<file path="config.mk">
export PLATFORM = sky130hd
export DESIGN_NAME = seq_divider
export DESIGN_NICKNAME = d
export VERILOG_FILES = /design/src/rtl/seq_divider.sv
export SDC_FILE = /design/constraint.sdc
export NUM_CORES = 1
export LEC_CHECK = 0
export BUFFER_PORTS_ARGS = -buffer_cell sky130_fd_sc_hd__buf_2
export CAP_MARGIN = 5
export CORE_AREA = 5 5 91 93
export CTS_CLUSTER_SIZE = 20
export DETAILED_ROUTE_END_ITERATION = 16
export DIE_AREA = 0 0 96 98
export GPL_TIMING_DRIVEN = 0
export HOLD_SLACK_MARGIN = 0.06
export PLACE_DENSITY_LB_ADDON = 0.3
export SYNTH_ARGS = -nofsm -noshare
export SYNTH_HDL_FRONTEND = slang
export SYNTH_SLANG_ARGS = --single-unit
export TNS_END_PERCENT = 10
</file>
<file path="constraint.sdc">
create_clock -name clk -period 6.95 [get_ports clk]
set_clock_uncertainty 0.1 [all_clocks]
set_input_delay 0.3475 -clock clk [delete_from_list [all_inputs] [get_ports clk]]
set_output_delay 0.3475 -clock clk [all_outputs]
set_load 0.05 [all_outputs]
</file>
<file path="src/rtl/seq_divider.sv">
// Sequential signed restoring divider: 2N-bit dividend / N-bit divisor, 2N iterations then a sign-fixup cycle.
// Build option SEQ_DIV_SAT_EN: saturate the quotient on overflow instead of wrapping it.
module seq_divider #(
  parameter int N = 8
) (
  input  logic           clk,
  input  logic           reset,
  input  logic           load,
  input  logic [2*N-1:0] a,
  input  logic [N-1:0]   b,
  output logic [N-1:0]   quotient,
  output logic [N-1:0]   remainder,
  output logic           busy,
  output logic           done,
  output logic           ovf,
  output logic           dz
);

  localparam int CW = $clog2(2*N);
  localparam logic [CW-1:0]  LAST_ITER = CW'(2*N-1);
  localparam logic [2*N-1:0] POS_LIM   = {{(N+1){1'b0}}, {(N-1){1'b1}}};
  localparam logic [2*N-1:0] NEG_LIM   = {{N{1'b0}}, 1'b1, {(N-1){1'b0}}};
  localparam logic [N-1:0]   Q_MAX     = {1'b0, {(N-1){1'b1}}};
  localparam logic [N-1:0]   Q_MIN     = {1'b1, {(N-1){1'b0}}};

  typedef enum logic [1:0] {
    IDLE = 2'b00,
    CALC = 2'b01,
    FIX  = 2'b10
  } state_t;

  state_t         state_r;
  state_t         state_s;

  logic [2*N-1:0] dq_r;
  logic [N:0]     pr_r;
  logic [N-1:0]   mb_r;
  logic [CW-1:0]  cnt_r;
  logic           sign_a_r;
  logic           sign_q_r;
  logic           bz_r;

  logic [2*N-1:0] abs_a_s;
  logic [N-1:0]   abs_b_s;
  logic [N+1:0]   pr_sh_s;
  logic [N+1:0]   trial_s;
  logic [2*N-1:0] dq_s;
  logic [N:0]     pr_s;

  logic [N-1:0]   q_wrap_s;
  logic [N-1:0]   q_s;
  logic [N-1:0]   r_s;
  logic           ovf_s;
  logic           dz_s;
  logic           busy_s;
  logic           done_s;

  logic [N-1:0]   quotient_r;
  logic [N-1:0]   remainder_r;
  logic           busy_r;
  logic           done_r;
  logic           ovf_r;
  logic           dz_r;

  assign quotient  = quotient_r;
  assign remainder = remainder_r;
  assign busy      = busy_r;
  assign done      = done_r;
  assign ovf       = ovf_r;
  assign dz        = dz_r;

  // Operand magnitudes taken in the load cycle; the most negative values map to 2^(W-1) unsigned.
  always_comb begin
    abs_a_s = a;
    abs_b_s = b;
    if (a[2*N-1]) begin
      abs_a_s = -a;
    end else begin
      abs_a_s = a;
    end
    if (b[N-1]) begin
      abs_b_s = -b;
    end else begin
      abs_b_s = b;
    end
  end

  // One restoring step: shift {remainder, dividend} left, trial-subtract |b|, keep or restore.
  always_comb begin
    pr_sh_s = {pr_r, dq_r[2*N-1]};
    trial_s = pr_sh_s - {2'b00, mb_r};
    dq_s    = {dq_r[2*N-2:0], 1'b0};
    pr_s    = pr_sh_s[N:0];
    if (trial_s[N+1]) begin
      dq_s = {dq_r[2*N-2:0], 1'b0};
      pr_s = pr_sh_s[N:0];
    end else begin
      dq_s = {dq_r[2*N-2:0], 1'b1};
      pr_s = trial_s[N:0];
    end
  end

  // State register.
  always_ff @(posedge clk or posedge reset) begin
    if (reset) begin
      state_r <= IDLE;
    end else begin
      state_r <= state_s;
    end
  end

  // Next-state logic.
  always_comb begin
    state_s = state_r;
    case (state_r)
      IDLE: begin
        if (load) begin
          state_s = CALC;
        end else begin
          state_s = IDLE;
        end
      end
      CALC: begin
        if (cnt_r == LAST_ITER) begin
          state_s = FIX;
        end else begin
          state_s = CALC;
        end
      end
      FIX:     state_s = IDLE;
      default: state_s = IDLE;
    endcase
  end

  // Iteration datapath: operand latch in IDLE, one shift/subtract per CALC cycle.
  always_ff @(posedge clk or posedge reset) begin
    if (reset) begin
      dq_r     <= {(2*N){1'b0}};
      pr_r     <= {(N+1){1'b0}};
      mb_r     <= {N{1'b0}};
      cnt_r    <= {CW{1'b0}};
      sign_a_r <= 1'b0;
      sign_q_r <= 1'b0;
      bz_r     <= 1'b0;
    end else begin
      case (state_r)
        IDLE: begin
          if (load) begin
            dq_r     <= abs_a_s;
            pr_r     <= {(N+1){1'b0}};
            mb_r     <= abs_b_s;
            cnt_r    <= {CW{1'b0}};
            sign_a_r <= a[2*N-1];
            sign_q_r <= a[2*N-1] ^ b[N-1];
            bz_r     <= (b == {N{1'b0}});
          end
        end
        CALC: begin
          dq_r  <= dq_s;
          pr_r  <= pr_s;
          cnt_r <= cnt_r + CW'(1);
        end
        default: begin
          dq_r <= dq_r;
        end
      endcase
    end
  end

  // Sign fixup, overflow detection and next values of the output registers.
  always_comb begin
    busy_s   = (state_s != IDLE);
    done_s   = (state_r == FIX);
    q_wrap_s = dq_r[N-1:0];
    q_s      = {N{1'b0}};
    r_s      = {N{1'b0}};
    ovf_s    = 1'b0;
    dz_s     = 1'b0;
    if (sign_q_r) begin
      q_wrap_s = -dq_r[N-1:0];
      ovf_s    = (dq_r > NEG_LIM);
    end else begin
      q_wrap_s = dq_r[N-1:0];
      ovf_s    = (dq_r > POS_LIM);
    end
    // The remainder magnitude is below |b| <= 2^(N-1), so it always fits in N bits.
    if (sign_a_r) begin
      r_s = -pr_r[N-1:0];
    end else begin
      r_s = pr_r[N-1:0];
    end
`ifdef SEQ_DIV_SAT_EN
    if (ovf_s) begin
      q_s = sign_q_r ? Q_MIN : Q_MAX;
    end else begin
      q_s = q_wrap_s;
    end
`else
    if (ovf_s) begin
      q_s = q_wrap_s;
    end else begin
      q_s = q_wrap_s;
    end
`endif
    if (bz_r) begin
      q_s   = {N{1'b0}};
      r_s   = {N{1'b0}};
      ovf_s = 1'b0;
      dz_s  = 1'b1;
    end else begin
      dz_s  = 1'b0;
    end
  end

  // Output registers: results and flags load only in FIX, busy/done track the FSM.
  always_ff @(posedge clk or posedge reset) begin
    if (reset) begin
      quotient_r  <= {N{1'b0}};
      remainder_r <= {N{1'b0}};
      busy_r      <= 1'b0;
      done_r      <= 1'b0;
      ovf_r       <= 1'b0;
      dz_r        <= 1'b0;
    end else begin
      busy_r <= busy_s;
      done_r <= done_s;
      if (state_r == FIX) begin
        quotient_r  <= q_s;
        remainder_r <= r_s;
        ovf_r       <= ovf_s;
        dz_r        <= dz_s;
      end
    end
  end

endmodule
</file>
# Word level (Yosys, flattened, before mapping)
# Index checks and enable logic that the tools add are counted.
# word_totals
regBits	62
latchBits	0
mem_bits_rw	0
rom_bits	0
inputBits	27
out_inout_bits	20
word_cells	53
mem_count	0
# classes
n_addsub	6
multipliers	0
n_div	0
n_lt_le_gt_ge	2
eq_ne	4
n_shift	0
n_mux	20
n_bitwise	1
n_reduce_logical	6
# ops
cell	n
8-bit two-way mux	5
16-bit two-way mux	2
16-bit one-hot mux with 2 select lines	1
8-bit negator	3
9-bit two-way mux	2
9-bit one-hot mux with 2 select lines	1
16-bit by 7-bit greater-than comparator with 1-bit output, second input constant	1
16-bit by 8-bit greater-than comparator with 1-bit output, second input constant	1
16-bit negator	1
10-bit by 8-bit subtractor with 10-bit output	1
8-bit zero test	1
4-bit one-hot mux with 2 select lines	1
1-bit two-way mux	5
4-bit by 1-bit adder with 4-bit output, second input constant	1
4-bit equality test, second input constant	1
4-bit two-way mux	1
2-bit one-hot mux with 2 select lines	1
2-bit AND reduction	2
2-bit nonzero test	2
2-bit by 1-bit equality test with 1-bit output, second input constant	1
2-bit equality test, second input constant	1
2-bit zero test	1
2-bit two-way mux	1
2-bit inequality test, second input constant	1
1-bit XOR	1

# Logic depth before layout (Yosys ltp)
# logic_depth
ltp_word	4
mapped_depth	10
mapped_depth_nobuf	10

# Least setup slack after synthesis
# No wires, ideal clock.
# synth_path
path_kind	reg2reg
start	reg pr_r[5]
end	reg pr_r[1]
setup_time_ns	0.138
t_arrival_ns	1.957
required_ns	6.712
setup_slack_ns	4.756
path_stages_with_launch	9
n_path_buf	1
synth_period_minus_slack_ns	2.194
path_cell_list	dfrtp_1 -> ha_1 -> a21o_1 -> a21o_1 -> o21a_1 -> a211oi_2 -> buf_6 -> mux2i_1 -> o22ai_1
# synth_between
elab_chain_cells	3
# synth_lines
item	line	rtl
start, declared	36	logic [N:0] pr_r;
start signal, assigned	139	pr_r <= {(N+1){1'b0}};
start signal, assigned	150	pr_r <= {(N+1){1'b0}};
start signal, assigned	160	pr_r <= pr_s;
10-bit by 8-bit subtractor with 10-bit output	91	trial_s = pr_sh_s - {2'b00, mb_r};
9-bit two-way mux	94	if (trial_s[N+1]) begin
9-bit one-hot mux with 2 select lines	146	case (state_r)
# No other way between the ends.
# A chain may end at the register's enable or synchronous reset.

# Worst setup path in the final report
# layout_path
start	reg pr_r[5]
end	reg pr_r[6]
# layout_between
elab_chain_cells	3
# layout_lines
item	line
10-bit by 8-bit subtractor with 10-bit output	91
9-bit two-way mux (*)	94
9-bit one-hot mux with 2 select lines (*)	146
# Mark *: on every way between the ends. The rest lies on a longest branch, timed or not.

==> impl_metrics.csv <==
group,metric,value,unit
outcome,outcome,"completed",
timing,fin_crit,2.481,ns
logic_synthesis,async_flop_share,100.0,%
logic_synthesis,yosysUniqueCellTypes,47,
route,drt_iter0_drc,147,
global_route,gr-total-overflow,0,
logic_synthesis,synthTopCellsByArea,"dfrtp_1 (43%), o21ai_0 (6.6%), nand2_1 (6.4%), xor2_1 (6.3%), ha_1 (4.5%)",
clocking,postCtsSetupBuffers,0,
timing,fmax,403.1,MHz
setup_path,critPathKind,"reg -> reg",
timing,finalWorstSetupSlack,4.469,ns
clocking,cts_resized,0,
placed_design,detailed_place_hpwl,6213,um
timing,report.final.hold_viol_count,0,
route,drt_wl_total,8032,um
timing,slew_headroom,59.91,%
clocking,numCtsBuffers,9,
die,die-area,9408,sq um
logic_synthesis,syn_avg_cell_area,9.161,sq um
clocking,cts_tree,"done",
clocking,cts.sinks,62,
logic_synthesis,synth-seq-cells,62,
power,pwr_density_cell,484.6,nW/um^2
setup_path,worst_setup_path_start_kind,"register",
layout,drive_above_1_share,14.98,%
route,first_pass_iters,4,
layout,nNetsFinal,490,
layout,stdcell_area,4136,sq um
timing,drv_slew,0,
global_route,grt_pass1_wl,13630,um
die,die-width,96,um
hold_path,hold_class,"in -> reg",
logic_synthesis,syn_inst,392,
global_route,antenna_found_initial,0,
power,leakage,1.915,nW
run,drv_cap,0,
logic_synthesis,yosys_warnings,0,
logic_synthesis,synth_area,3591,sq um
logic_synthesis,synth_top_area_share,43.21,%
route,ant_nets,0,
route,vias,2982,
setup_path,required,7.05,ns
placed_design,post-place-ws,4.512,ns
placed_design,portBuffers,44,
setup_path,ff2ff_setup_slack,4.47,ns
timing,setup_viol,0,
global_route,grt_max_degree,36,
die,fp.coreArea,7447,sq um
clocking,htreeDepth,3,
timing,fin_crit_sh,35.70,%
global_route,grt_usage,18.46,%
route,drc,0,
die,die-height,98,um
logic_synthesis,ys.flop_type,"dfrtp_1",
placed_design,post_dp_cell_area,3959,sq um
layout,area_growth,15.19,%
logic_synthesis,yosysSeqAreaShare,43.21,%
route,via_per_inst,5.363,
logic_synthesis,yosys.cell_count.top_type,"dfrtp_1",
power,max-vdd-ir-drop,165.3,uV
die,rows,32,
layout,antennaDiodeCount,0,
logic_synthesis,synthesis.nets,433,
clocking,clock_latency,0.34,ns
logic_synthesis,synth_edf_count,0,
die,io-pin-count,47,
setup_path,end_kind,"register",
clocking,cts_root_buffer,"clkbuf_8",
placed_design,place_congestion,0.8828,
clocking,clkTransAtPathRegs,0.07,ns
timing,fin_tns_setup,0,ns
timing,rsz0062_at_grt,"no",
die,initial_core_util,48.22,%
setup_path,cp_max_fo,10,
logic_synthesis,yosysTopAreaCell,"dfrtp_1",
setup_path,crit_arrival,2.58,ns
global_route,grt_pass1_vias,2922,
logic_synthesis,netlist_top_cells_count,"dfrtp_1 (62), nand2_1 (61), o21ai_0 (47)",
clocking,cts_buffer_depth,2,
route,wl_per_cell,14.45,um
timing,worst_pin_slew,0.6005,ns
==> routing by layer <==
layer  part of all wire [%]  global-route usage, %
met5                      0                      0
met4                    1.4                  7.112
met1                     47                  25.83
met3                    4.9                  3.082
met2                     46                  28.47
==> what timing repair did <==
item	in CTS	in global routing
endpoints found under the hold margin	27	0
endpoints found under the setup margin	0	0
hold buffers	1	0
==> cell type report <==
type	count	area, sq um
Buffer	19	78.83
Clock buffer	12	145.1
Tap cell	102	127.6
Fill cell	698	3311
Clock inverter	4	22.52
Multi-Input combinational cell	288	1874
Inverter	23	86.33
Timing Repair Buffer	46	250.2
Sequential cell	62	1551
==> worst paths after layout <==
kind / endpoint / depth (start not counted) / startpoint
setup / recovery: pr_r[6] / 8 / pr_r[5]
hold / removal: mb_r[0] / 3 / b[0]
setup reg to reg: pr_r[6] / 8 / pr_r[5]
hold reg to reg: remainder[3] / 2 / remainder[3]
max in group asynchronous: bz_r / 4 / reset
min in group asynchronous: quotient[2] / 3 / reset
==> layout by cell type, fill, tap and decap left out, types with 2 or more instances in the layout <==
cell,n
o31ai_1,10
o21ai_0,47
nand2_1,61
a21oi_1,8
nand2b_1,6
o22ai_1,3
nor3_1,4
xor2_1,26
nor2b_1,6
nand3_1,8
o21ai_1,3
ha_1,13
o21a_1,4
and3_1,2
nor2_1,11
or3_1,3
clkbuf_1,20
o21bai_1,2
nor4_1,4
a211oi_1,2
a21o_1,3
clkbuf_8,10
clkinv_2,3
xnor2_1,10
a22o_1,3
buf_2,44
dfrtp_1,62
a22oi_1,13
o41ai_1,4
inv_1,22
or2_2,2
o221ai_1,2
nand4_1,2
mux2i_1,11
==> worst max-delay path, stage by stage (launching register included) <==
cell and delay [ns]:
dfrtp_1 0.48, ha_1 0.41, a21o_1 0.19, a21o_1 0.22, o21a_1 0.19, a211oi_2 0.22, buf_6 0.19, mux2i_1 0.23
o22ai_1 0.11
==> stage by stage <==
stage / total power, mW / cells / util (%) / hold slack (ns)
floorplan: 1.485 / 392 / - / 0.3498
global placement: 1.690 / 538 / 52.89 / 0.3588
detailed placement: 1.729 / 539 / 53.16 / 0.3501
CTS: 2.011 / 556 / 55.54 / 0.1963
global route: 2.176 / 556 / 55.54 / 0.2134
finish: 2.005 / 556 / 55.54 / 0.2083
==> power by group <==
group	switching [mW]	internal [mW]	total (mW)	leakage, nW
Clock	0.142	0.138	0.280	0.0861
Combinational	0.643	0.438	1.08	1.07
Sequential	0.131	0.513	0.644	0.757
Total	0.916	1.09	2.00	1.92
==> cell families after synthesis <==
| family | Yosys count | share of synthesized area, % |
|---|---|---|
| XOR/XNOR | 36 | 8.780 |
| adder cells (fa/ha/maj) | 14 | 5.087 |
| AND/OR/NAND/NOR | 113 | 14.50 |
| multiplexers | 12 | 3.380 |
| AO/OA/AOI/OAI | 113 | 20.45 |
| flip-flops | 62 | 43.21 |
| buffers and inverters | 42 | 4.599 |
==> registers in the layout (all words and copies together), names as in the netlist <==
name / flops
dq_r: 16
quotient: 8
remainder: 8
pr_r: 9
sign_q_r: 1
state_r: 2
ovf: 1
cnt_r: 4
bz_r: 1
dz: 1
sign_a_r: 1
busy: 1
mb_r: 8
done: 1
No activity file was read; power rests on OpenSTA's default activity.
